<file path="config.mk">
export PLATFORM = sky130hd
export DESIGN_NAME = regfile_mp_sb
export DESIGN_NICKNAME = d
export VERILOG_FILES = /design/src/rtl/regfile_pkg.sv /design/src/rtl/regfile_scoreboard.sv /design/src/rtl/regfile_mp_sb.sv
export SDC_FILE = /design/constraint.sdc
export NUM_CORES = 2
export LEC_CHECK = 0
export ABC_AREA = 0
export CORE_MARGIN = 2
export CORE_UTILIZATION = 35
export CTS_CLUSTER_SIZE = 30
export DETAILED_ROUTE_END_ITERATION = 8
export SLEW_MARGIN = 20
export SYNTH_ARGS = -nofsm -noshare
export SYNTH_HDL_FRONTEND = slang
export SYNTH_SLANG_ARGS = --single-unit
</file>
<file path="constraint.sdc">
create_clock -name clk -period 3.42 [get_ports clk]
set_input_delay 0.342 -clock clk [delete_from_list [all_inputs] [get_ports clk]]
set_output_delay 0.342 -clock clk [all_outputs]
set_load 0.01 [all_outputs]
</file>
<file path="src/rtl/regfile_pkg.sv">
// Shared constants and helpers for the multi-port register file and its write scoreboard.
package regfile_pkg;

   localparam int NUM_REGS_DEF = 32;
   localparam int ADDR_W_DEF   = 5;
   localparam int DATA_W_DEF   = 32;
   localparam int CNT_W_DEF    = 2;
   localparam int REG_ZERO     = 0;

   // Helpers work on vectors padded to these widths so one function fits every instance.
   localparam int MAX_PORTS   = 8;
   localparam int MAX_ADDR_W  = 8;
   localparam int MATCH_W     = 4;

   function automatic logic [MATCH_W-1:0] count_matches(
      input logic [MAX_ADDR_W-1:0]           addr,
      input logic [MAX_PORTS-1:0]            wr_en,
      input logic [MAX_PORTS*MAX_ADDR_W-1:0] wr_addr
   );
      logic [MATCH_W-1:0] n;
      n = '0;
      for (int k = 0; k < MAX_PORTS; k++) begin
         if (wr_en[k] && (wr_addr[k*MAX_ADDR_W +: MAX_ADDR_W] == addr)) begin
            n = n + MATCH_W'(1);
         end
      end
      return n;
   endfunction

   // True for a real, writable register (not reg 0, not beyond the array).
   function automatic logic addr_tracked(
      input logic [MAX_ADDR_W-1:0] addr,
      input int                    num_regs
   );
      return (addr != MAX_ADDR_W'(REG_ZERO)) && (int'(addr) < num_regs);
   endfunction

endpackage

</file>
<file path="src/rtl/regfile_scoreboard.sv">
// In-flight write scoreboard: per-register counters, issue acceptance and pending flags.
module regfile_scoreboard
   import regfile_pkg::*;
#(
   parameter int NUM_REGS = NUM_REGS_DEF,
   parameter int ADDR_W   = ADDR_W_DEF,
   parameter int NUM_RD   = 2,
   parameter int NUM_WR   = 2,
   parameter int CNT_W    = CNT_W_DEF,
   parameter int BYPASS   = 1
) (
   input  logic                     clk,
   input  logic                     rst,
   input  logic [NUM_WR-1:0]        wr_en,
   input  logic [NUM_WR*ADDR_W-1:0] wr_addr,
   input  logic [NUM_RD*ADDR_W-1:0] rd_addr,
   input  logic                     issue_valid,
   input  logic [ADDR_W-1:0]        issue_addr,
   output logic                     issue_ready,
   output logic [NUM_RD-1:0]        rd_pending
);

   localparam logic [CNT_W-1:0] CNT_MAX = '1;

   logic [CNT_W-1:0]              cnt     [NUM_REGS];
   logic [CNT_W-1:0]              cnt_nxt [NUM_REGS];
   logic [MATCH_W-1:0]            dec     [NUM_REGS];
   logic [MAX_PORTS-1:0]          we_pad;
   logic [MAX_PORTS*MAX_ADDR_W-1:0] wa_pad;
   logic                          accept;

   always_comb begin
      we_pad = '0;
      wa_pad = '0;
      for (int k = 0; k < NUM_WR; k++) begin
         we_pad[k] = wr_en[k];
         wa_pad[k*MAX_ADDR_W +: MAX_ADDR_W] = MAX_ADDR_W'(wr_addr[k*ADDR_W +: ADDR_W]);
      end
   end

   always_comb begin
      issue_ready = 1'b0;
      if (!rst) begin
         if (issue_addr == ADDR_W'(REG_ZERO)) begin
            issue_ready = 1'b1;
         end else if (addr_tracked(MAX_ADDR_W'(issue_addr), NUM_REGS)) begin
            issue_ready = (cnt[issue_addr] != CNT_MAX);
         end
      end
   end

   assign accept = issue_valid && issue_ready;

   // Net change is +1 for an accepted issue minus one per matching writeback, floored at 0.
   always_comb begin
      int n;
      n = 0;
      for (int r = 0; r < NUM_REGS; r++) begin
         cnt_nxt[r] = '0;
         dec[r]     = '0;
      end
      for (int r = 1; r < NUM_REGS; r++) begin
         dec[r] = count_matches(MAX_ADDR_W'(r), we_pad, wa_pad);
         n = int'(cnt[r]) - int'(dec[r]);
         if (accept && (issue_addr == ADDR_W'(r))) begin
            n = n + 1;
         end
         cnt_nxt[r] = (n < 0) ? '0 : CNT_W'(n);
      end
   end

   always_ff @(posedge clk) begin
      if (rst) begin
         for (int r = 0; r < NUM_REGS; r++) begin
            cnt[r] <= '0;
         end
      end else begin
         for (int r = 0; r < NUM_REGS; r++) begin
            cnt[r] <= cnt_nxt[r];
         end
      end
   end

   always_comb begin
      logic [ADDR_W-1:0] a;
      a = '0;
      rd_pending = '0;
      for (int p = 0; p < NUM_RD; p++) begin
         a = rd_addr[p*ADDR_W +: ADDR_W];
         if (addr_tracked(MAX_ADDR_W'(a), NUM_REGS)) begin
            if (BYPASS != 0) begin
               rd_pending[p] = (int'(cnt[a]) > int'(dec[a]));
            end else begin
               rd_pending[p] = (cnt[a] != '0);
            end
         end
      end
   end

endmodule

</file>
<file path="src/rtl/regfile_mp_sb.sv">
// Multi-port register file with write scoreboard; reg 0 reads as zero.
// Optional debug read port enabled by REGFILE_DEBUG_PORT_EN.
module regfile_mp_sb
   import regfile_pkg::*;
#(
   parameter int NUM_REGS = NUM_REGS_DEF,
   parameter int ADDR_W   = ADDR_W_DEF,
   parameter int DATA_W   = DATA_W_DEF,
   parameter int NUM_RD   = 2,
   parameter int NUM_WR   = 2,
   parameter int CNT_W    = CNT_W_DEF,
   parameter int BYPASS   = 1
) (
   input  logic                     clk,
   input  logic                     rst,
   input  logic [NUM_WR-1:0]        wr_en,
   input  logic [NUM_WR*ADDR_W-1:0] wr_addr,
   input  logic [NUM_WR*DATA_W-1:0] wr_data,
   input  logic [NUM_RD*ADDR_W-1:0] rd_addr,
   output logic [NUM_RD*DATA_W-1:0] rd_data,
   output logic [NUM_RD-1:0]        rd_pending,
   input  logic                     issue_valid,
   input  logic [ADDR_W-1:0]        issue_addr,
   output logic                     issue_ready
`ifdef REGFILE_DEBUG_PORT_EN
   ,
   input  logic [ADDR_W-1:0]        dbg_addr,
   output logic [DATA_W-1:0]        dbg_data
`endif
);

   logic [DATA_W-1:0]               mem [NUM_REGS];
   logic [MAX_PORTS-1:0]            we_pad;
   logic [MAX_PORTS*MAX_ADDR_W-1:0] wa_pad;

   always_comb begin
      we_pad = '0;
      wa_pad = '0;
      for (int k = 0; k < NUM_WR; k++) begin
         we_pad[k] = wr_en[k];
         wa_pad[k*MAX_ADDR_W +: MAX_ADDR_W] = MAX_ADDR_W'(wr_addr[k*ADDR_W +: ADDR_W]);
      end
   end

   // Ascending port order so the highest-numbered port's nonblocking write lands last.
   always_ff @(posedge clk) begin
      if (rst) begin
         for (int r = 0; r < NUM_REGS; r++) begin
            mem[r] <= '0;
         end
      end else begin
         for (int k = 0; k < NUM_WR; k++) begin
            if (wr_en[k] && addr_tracked(MAX_ADDR_W'(wr_addr[k*ADDR_W +: ADDR_W]), NUM_REGS)) begin
               mem[wr_addr[k*ADDR_W +: ADDR_W]] <= wr_data[k*DATA_W +: DATA_W];
            end
         end
      end
   end

   always_comb begin
      logic [ADDR_W-1:0] a;
      logic [DATA_W-1:0] v;
      a = '0;
      v = '0;
      rd_data = '0;
      for (int p = 0; p < NUM_RD; p++) begin
         a = rd_addr[p*ADDR_W +: ADDR_W];
         v = '0;
         if (addr_tracked(MAX_ADDR_W'(a), NUM_REGS)) begin
            v = mem[a];
            if ((BYPASS != 0) && (count_matches(MAX_ADDR_W'(a), we_pad, wa_pad) != '0)) begin
               for (int k = 0; k < NUM_WR; k++) begin
                  if (wr_en[k] && (wr_addr[k*ADDR_W +: ADDR_W] == a)) begin
                     v = wr_data[k*DATA_W +: DATA_W];
                  end
               end
            end
         end
         rd_data[p*DATA_W +: DATA_W] = v;
      end
   end

   regfile_scoreboard #(
      .NUM_REGS (NUM_REGS),
      .ADDR_W   (ADDR_W),
      .NUM_RD   (NUM_RD),
      .NUM_WR   (NUM_WR),
      .CNT_W    (CNT_W),
      .BYPASS   (BYPASS)
   ) u_scoreboard (
      .clk         (clk),
      .rst         (rst),
      .wr_en       (wr_en),
      .wr_addr     (wr_addr),
      .rd_addr     (rd_addr),
      .issue_valid (issue_valid),
      .issue_addr  (issue_addr),
      .issue_ready (issue_ready),
      .rd_pending  (rd_pending)
   );

`ifdef REGFILE_DEBUG_PORT_EN
   // Committed state only: samples storage before this edge's writes land.
   always_ff @(posedge clk) begin
      if (rst) begin
         dbg_data <= '0;
      end else if (addr_tracked(MAX_ADDR_W'(dbg_addr), NUM_REGS)) begin
         dbg_data <= mem[dbg_addr];
      end else begin
         dbg_data <= '0;
      end
   end
`else
   // Debug read port not built.
`endif

endmodule

</file>
=== After elaboration in Yosys (flattened, before gate mapping) ===
Memory sizes are Yosys's and may differ from the RTL's.
Index checks and enable logic that the tools add are counted.

* Magnitude comparators: 35
* Reduce and logical (&&, ||, !) cells: 110
* Multipliers: 0
* Add/sub/neg operators: 95
* Muxes and demuxes: 198
* Divide/modulo/power cells: 0
* Shift operators: 0
* Eq/ne operators: 98
* Bitwise operators: 34

{| class="wikitable"
|+ Operators by type and width
! kind !! count
|-
| two-way mux 32 bit || 41
|-
| < comparator 32 x 1 -> 1 bit, second input constant || 31
|-
| adder 32 x 2 -> 32 bit, second input constant || 29
|-
| == test 5 bit, second input constant || 48
|-
| two-way mux 4 bit || 41
|-
| subtractor 2 x 4 -> 5 bit || 31
|-
| two-way mux 2 bit || 63
|-
| == test 5 x 4 -> 1 bit, second input constant || 24
|-
| adder 4 x 1 -> 4 bit, second input constant || 29
|-
| logical AND 1 bit || 100
|-
| OR reduction 32 bit || 2
|-
| == test 5 x 3 -> 1 bit, second input constant || 12
|-
| two-way mux 1 bit || 49
|-
| binary-select mux 4 bit (select 5 bit) || 2
|-
| OR 1 bit || 32
|-
| == test 5 x 2 -> 1 bit, second input constant || 6
|-
| nonzero test 5 bit || 5
|-
| == test 5 bit || 4
|-
| == test 5 x 1 -> 1 bit, second input constant || 3
|-
| adder 5 x 2 -> 6 bit, second input constant || 2
|-
| greater-or-equal comparator 6 bit, second input constant || 2
|-
| NOT 5 -> 6 bit || 2
|-
| two-way mux 5 bit || 2
|-
| adder 1 x 1 -> 2 bit, second input constant || 4
|-
| 4 further kinds || 6
|}

* Output and inout bits: 67
* Register bits: 0
* ROM bits: 0
* Memories kept: 2
* Latch bits: 0
* Memory bits (writable): 1088
* Input port bits: 94
* Logic and storage cells: 572

{| class="wikitable"
|+ Memories
! memory !! depth !! width !! read ports !! clocked after memory_dff !! write ports !! RTL line !! RTL
|-
| mem || 32 || 32 || 2 || 0 || 32 || regfile_mp_sb.sv:32 || <nowiki>logic [DATA_W-1:0] mem [NUM_REGS];</nowiki>
|-
| u_scoreboard.cnt || 32 || 2 || 34 || 0 || 32 || regfile_scoreboard.sv:25 || <nowiki>logic [CNT_W-1:0] cnt [NUM_REGS];</nowiki>
|}

=== Logic depth before layout (Yosys ltp) ===
* Word-level depth: 11
* Depth in mapped cells: 13
* Depth with buffers taken out: 12

=== Cells and area by module ===
From an unflattened synthesis, not the netlist that was laid out.

* Cells, all modules: 4800
* Area, all modules: 67678.7 um^2

{| class="wikitable"
|+ Modules (own cells, without submodules)
! module !! cells an instance !! area an instance (um^2) !! sequential area each (um^2) !! times used
|-
| regfile_mp_sb || 3989 || 60075.1 || 30749.5 || 1
|-
| regfile_scoreboard || 811 || 7603.5 || 1241.2 || 1
|}

=== Least setup slack after synthesis ===
Ideal clock, no wire load.

* Kind: in2out
* From: input port wr_addr[2]
* To: output port rd_pending[0]
* Stages: 10
* Setup slack: -0.209 ns
* Buffers on the path: 2
* Arrival time: 3.287 ns
* Required time: 3.078 ns
* Path through: clkbuf_1 > or3b_2 > clkbuf_1 > nor2_1 > ha_1 > mux4_2 > mux4_2 > mux2_2 > ha_1 > a211oi_1

* Longest elaborated chain between the ends: 10
* Elaborated cells on any way between the ends: 160
* Those cells by class: 31 x add/sub; 1 x order compare; 31 x eq/ne; 66 x mux; 31 x reduce/logical

{| class="wikitable"
|+ Ends and longest elaborated chain
! item !! RTL line !! RTL
|-
| start, declared || regfile_mp_sb.sv:17 || <nowiki>input logic [NUM_WR*ADDR_W-1:0] wr_addr,</nowiki>
|-
| == test 5 bit, or another cell as far along || regfile_pkg.sv:23 || <nowiki>if (wr_en[k] && (wr_addr[k*MAX_ADDR_W +: MAX_ADDR_W] == addr)) begin</nowiki>
|-
| logical AND 1 bit || regfile_pkg.sv:23 ||
|-
| two-way mux 1 bit || regfile_pkg.sv:23 ||
|-
| adder 4 x 1 -> 4 bit or adder 1 x 1 -> 2 bit (tied branches) || regfile_pkg.sv:24 || <nowiki>n = n + MATCH_W'(1);</nowiki>
|-
| two-way mux 4 bit || regfile_pkg.sv:23 ||
|-
| binary-select mux 4 bit (select 5 bit) (*) || regfile_scoreboard.sv:92 || <nowiki>rd_pending[p] = (int'(cnt[a]) > int'(dec[a]));</nowiki>
|-
| two-way mux 4 bit (not written as such) (*) (2 in a row) || regfile_scoreboard.sv:92 ||
|-
| greater-than comparator 2 x 4 -> 1 bit (*) || regfile_scoreboard.sv:92 ||
|-
| two-way mux 1 bit (*) || regfile_scoreboard.sv:90 || <nowiki>if (addr_tracked(MAX_ADDR_W'(a), NUM_REGS)) begin</nowiki>
|-
| end, declared || regfile_mp_sb.sv:21 || <nowiki>output logic [NUM_RD-1:0] rd_pending,</nowiki>
|}

Mark *: on every way between the ends. The rest lies on a longest branch, timed or not. The select of a mux whose other input is x is not followed.

=== Worst setup path after layout ===
* From: input port wr_addr[9]
* To: output port rd_pending[0]

* Longest elaborated chain between the ends: 8
* Elaborated cells on any way between the ends: 98
* Those cells by class: 1 x order compare; 31 x eq/ne; 35 x mux; 31 x reduce/logical

{| class="wikitable"
|+ Ends and longest elaborated chain
! item !! RTL line
|-
| == test 5 bit, or another cell as far along || regfile_pkg.sv:23
|-
| logical AND 1 bit || regfile_pkg.sv:23
|-
| two-way mux 4 bit || regfile_pkg.sv:23
|-
| binary-select mux 4 bit (select 5 bit) (*) || regfile_scoreboard.sv:92
|-
| two-way mux 4 bit (not written as such) (*) (2 in a row) || regfile_scoreboard.sv:92
|-
| greater-than comparator 2 x 4 -> 1 bit (*) || regfile_scoreboard.sv:92
|-
| two-way mux 1 bit (*) || regfile_scoreboard.sv:90
|}

Marks and branches as above.

==> out/results.ini <==
[status]
status=finished with violations
violations=setup timing

[synth]
synth_top_area_share_pct=44.21
synth_area_um2=69550
ys.flop_type=edfxtp_1
synthAdderAreaFrac_pct=2.080
synth-compound-area-share_pct=11.61
yosys.area.top_type=edfxtp_1
ys_ff_latch=1086
synthArstFlopShare_pct=0
synth-simple-area-share_pct=11.38
yosys-top-cells-count=nand2_1 (1403), edfxtp_1 (1024), o21ai_0 (712)
ys_seq_area_share_pct=45.99
synth_top_family_by_area=multiplexers
synth_cell_types=62
synth_edf_count=1024
synth_area_per_cell_um2=11.61
syn-instance-count=5990
synthTopCellsByArea=edfxtp_1 (44%), mux4_2 (22%), nand2_1 (7.6%)
muxShareOfSynthArea_pct=23.72
synth_most_common_cell=nand2_1
synth-xor-area-share_pct=0.2518
synth_warnings=0

[placed_design]
place_congestion=0.9280
dpl.hpwl_um=188500
dpl-instance-area_um2=78410
io_buffer_count=160
pre_cts_ws_ps=-1253

[clock_tree]
clockBufferDepth=3
numCtsBuffers=119
clock_sinks=1086
clock_latency_ps=770
clock-root-buffer=clkbuf_16
tritoncts=built
clk_pin_slew_ps=60
h-tree-depth=3

[run]
cap_violations=0

[layout]
syn_to_final_growth_pct=21.44
final_area_um2=84460
nets=6425
drive_above_1_share_pct=29.43
post-route-util_pct=42.78

[critical_path]
crit_type=input pin to output port
cp.arrival_ps=3450
regToRegStartpoint=u_scoreboard.cnt[14][1]
rr_worst_depth=9
r2r_setup_slack_ps=810
worstReg2RegEnd=u_scoreboard.cnt[6][0]
worstPathRequired_ps=3080
cp-start-kind=input pin
cp_max_fo=8
end_kind=output port

[route]
detail_route.wl_per_cell_um=33.23
drtAntennaViolNets=0
routed_via_density=6.348
wirelength_um=298600
drtIter0Drc=8694
route.detailed.drc=0
num_vias=57043
drt_pass1_iterations=8

[grt]
grt_use_total_pct=28.74
grt_pass1_vias=56041
grt_overflow=0
antenna_found_initial=10
grt_max_degree=77
grt_pass1_wl_um=418000

[power]
powerDensity_nw_per_um2=420.4
p_seq_share_pct=44.2
p_sw_share_pct=27.64
peakVddDrop_mv=0.4620
power_switching_mw=9.814
cellInternalPower_mw=25.69
total_leakage_power_nw=27.87
combPwrFrac_pct=17.4
p_clk_share_pct=38.4

[floorplanning]
design.core.area_um2=197400
rows=163
die_h_um=449.8
io_pins=161
start_util_pct=35.23
die_w_um=449.8
dieArea_um2=202300

[timing]
fin_skew_ps=21.86
timing.final.ws_setup_ps=-368.7
finalHoldViolCount=0
relSlewSlack_pct=28.34
setup-violations-final=5
period_needed_ps=3789
worstMarginPinSlew_ps=1075
fin_crit_sh_pct=110.8
fin_setup_tns_ps=-741.4
max_freq_mhz=263.9
slew_violations=0
rsz0062_at_grt=yes

[worst_hold_path]
hold_path_class=input pin to flip-flop
hold_depth=3
hold_start=wr_data[38]
min_to=mem[17][6]

-- sequential cells by signal, summed over array words and instances, names as in the netlist --
register and cells:
mem 1024, u_scoreboard.cnt 62
-- logic make-up after synthesis --
group,Yosys count
adders and majority gates,97
AOI/OAI and AO/OA,1252
xor gates and xnor gates,20
other,1
buffers and inverters,851
muxes,817
DFF,1086
and+or+nand+nor,1866
-- power by group through the flow --
| stage | clock [mW] | sequential [mW] | combinational (mW) |
|---|---|---|---|
| floorplan | 0 | 15.8 | 3.20 |
| global placement | 0 | 15.9 | 5.73 |
| detailed placement | 0 | 16.0 | 5.77 |
| CTS | 13.6 | 15.7 | 6.00 |
| global route | 14.1 | 15.8 | 6.32 |
| finish | 13.6 | 15.7 | 6.19 |
-- critical path, stage by stage --
cell	delay, ps
buf_2	110
buf_12	140
or3b_4	460
nor2_2	140
ha_4	220
mux4_2	470
mux4_2	460
mux2_4	300
ha_4	250
a211oi_4	330
buf_2	200
-- cell type report --
cell class,instances,area (µm²)
Clock buffer,133,3030
Tap cell,2640,3303
Inverter,66,247.7
Sequential cell,1086,31990
Antenna cell,6,15.01
Clock inverter,94,984.7
Timing Repair Buffer,877,9351
Multi-Input combinational cell,4084,35540
Fill cell,18001,113000
-- how the worst max path moves through the flow --
stage	startpoint	endpoint	slack [ps]
floorplan	wr_addr[2]	rd_pending[0]	40
global placement	wr_addr[3]	rd_pending[0]	-1220
detailed placement	wr_addr[3]	rd_pending[0]	-1250
CTS	wr_addr[7]	rd_pending[0]	-380
global route	wr_addr[9]	rd_pending[0]	-420
finish	wr_addr[9]	rd_pending[0]	-370
-- per-stage QoR --
step	hold WS, ps	instances	power (mW)
3_3_place_gp	607.7	8670	21.63
4_1_cts	285.2	8945	35.33
2_1_floorplan	576.2	6021	19.01
5_1_grt	371.1	8981	36.24
3_5_place_dp	627.6	8670	21.74
6_report	327.7	8986	35.51
-- cell usage in the layout (no fill, tap or decap), drive strengths merged, types with 31 or more instances in the layout --
master,instances
nand2,1403
clkinv,63
inv,70
conb,32
nand3,45
nor2,194
mux4,664
clkdlybuf4s50,82
edfxtp,1024
buf,731
ha,66
or3,70
clkbuf,138
a22o,329
a22oi,86
o221ai,36
nor4,55
o21ai,713
fa,31
mux2i,141
o22ai,37
dfxtp,62
-- repair_timing --
action | 4_1_cts | 5_1_grt
endpoints found under the hold margin | 7 | 0
setup endpoints to repair | 67 | 32
cloned | 11 | 4
gates resized for setup | 246 | 89
hold buffers | 1 | 0
pin swaps | 36 | 31
buffers inserted | 36 | 34
-- layer usage --
layer | wire (µm) | global-route usage (%)
met2 | 136200 | 45.55
met3 | 35610 | 6.481
met5 | 56 | 0
met4 | 24130 | 19.22
met1 | 102600 | 35.12
(Power assumes the default switching activity.)
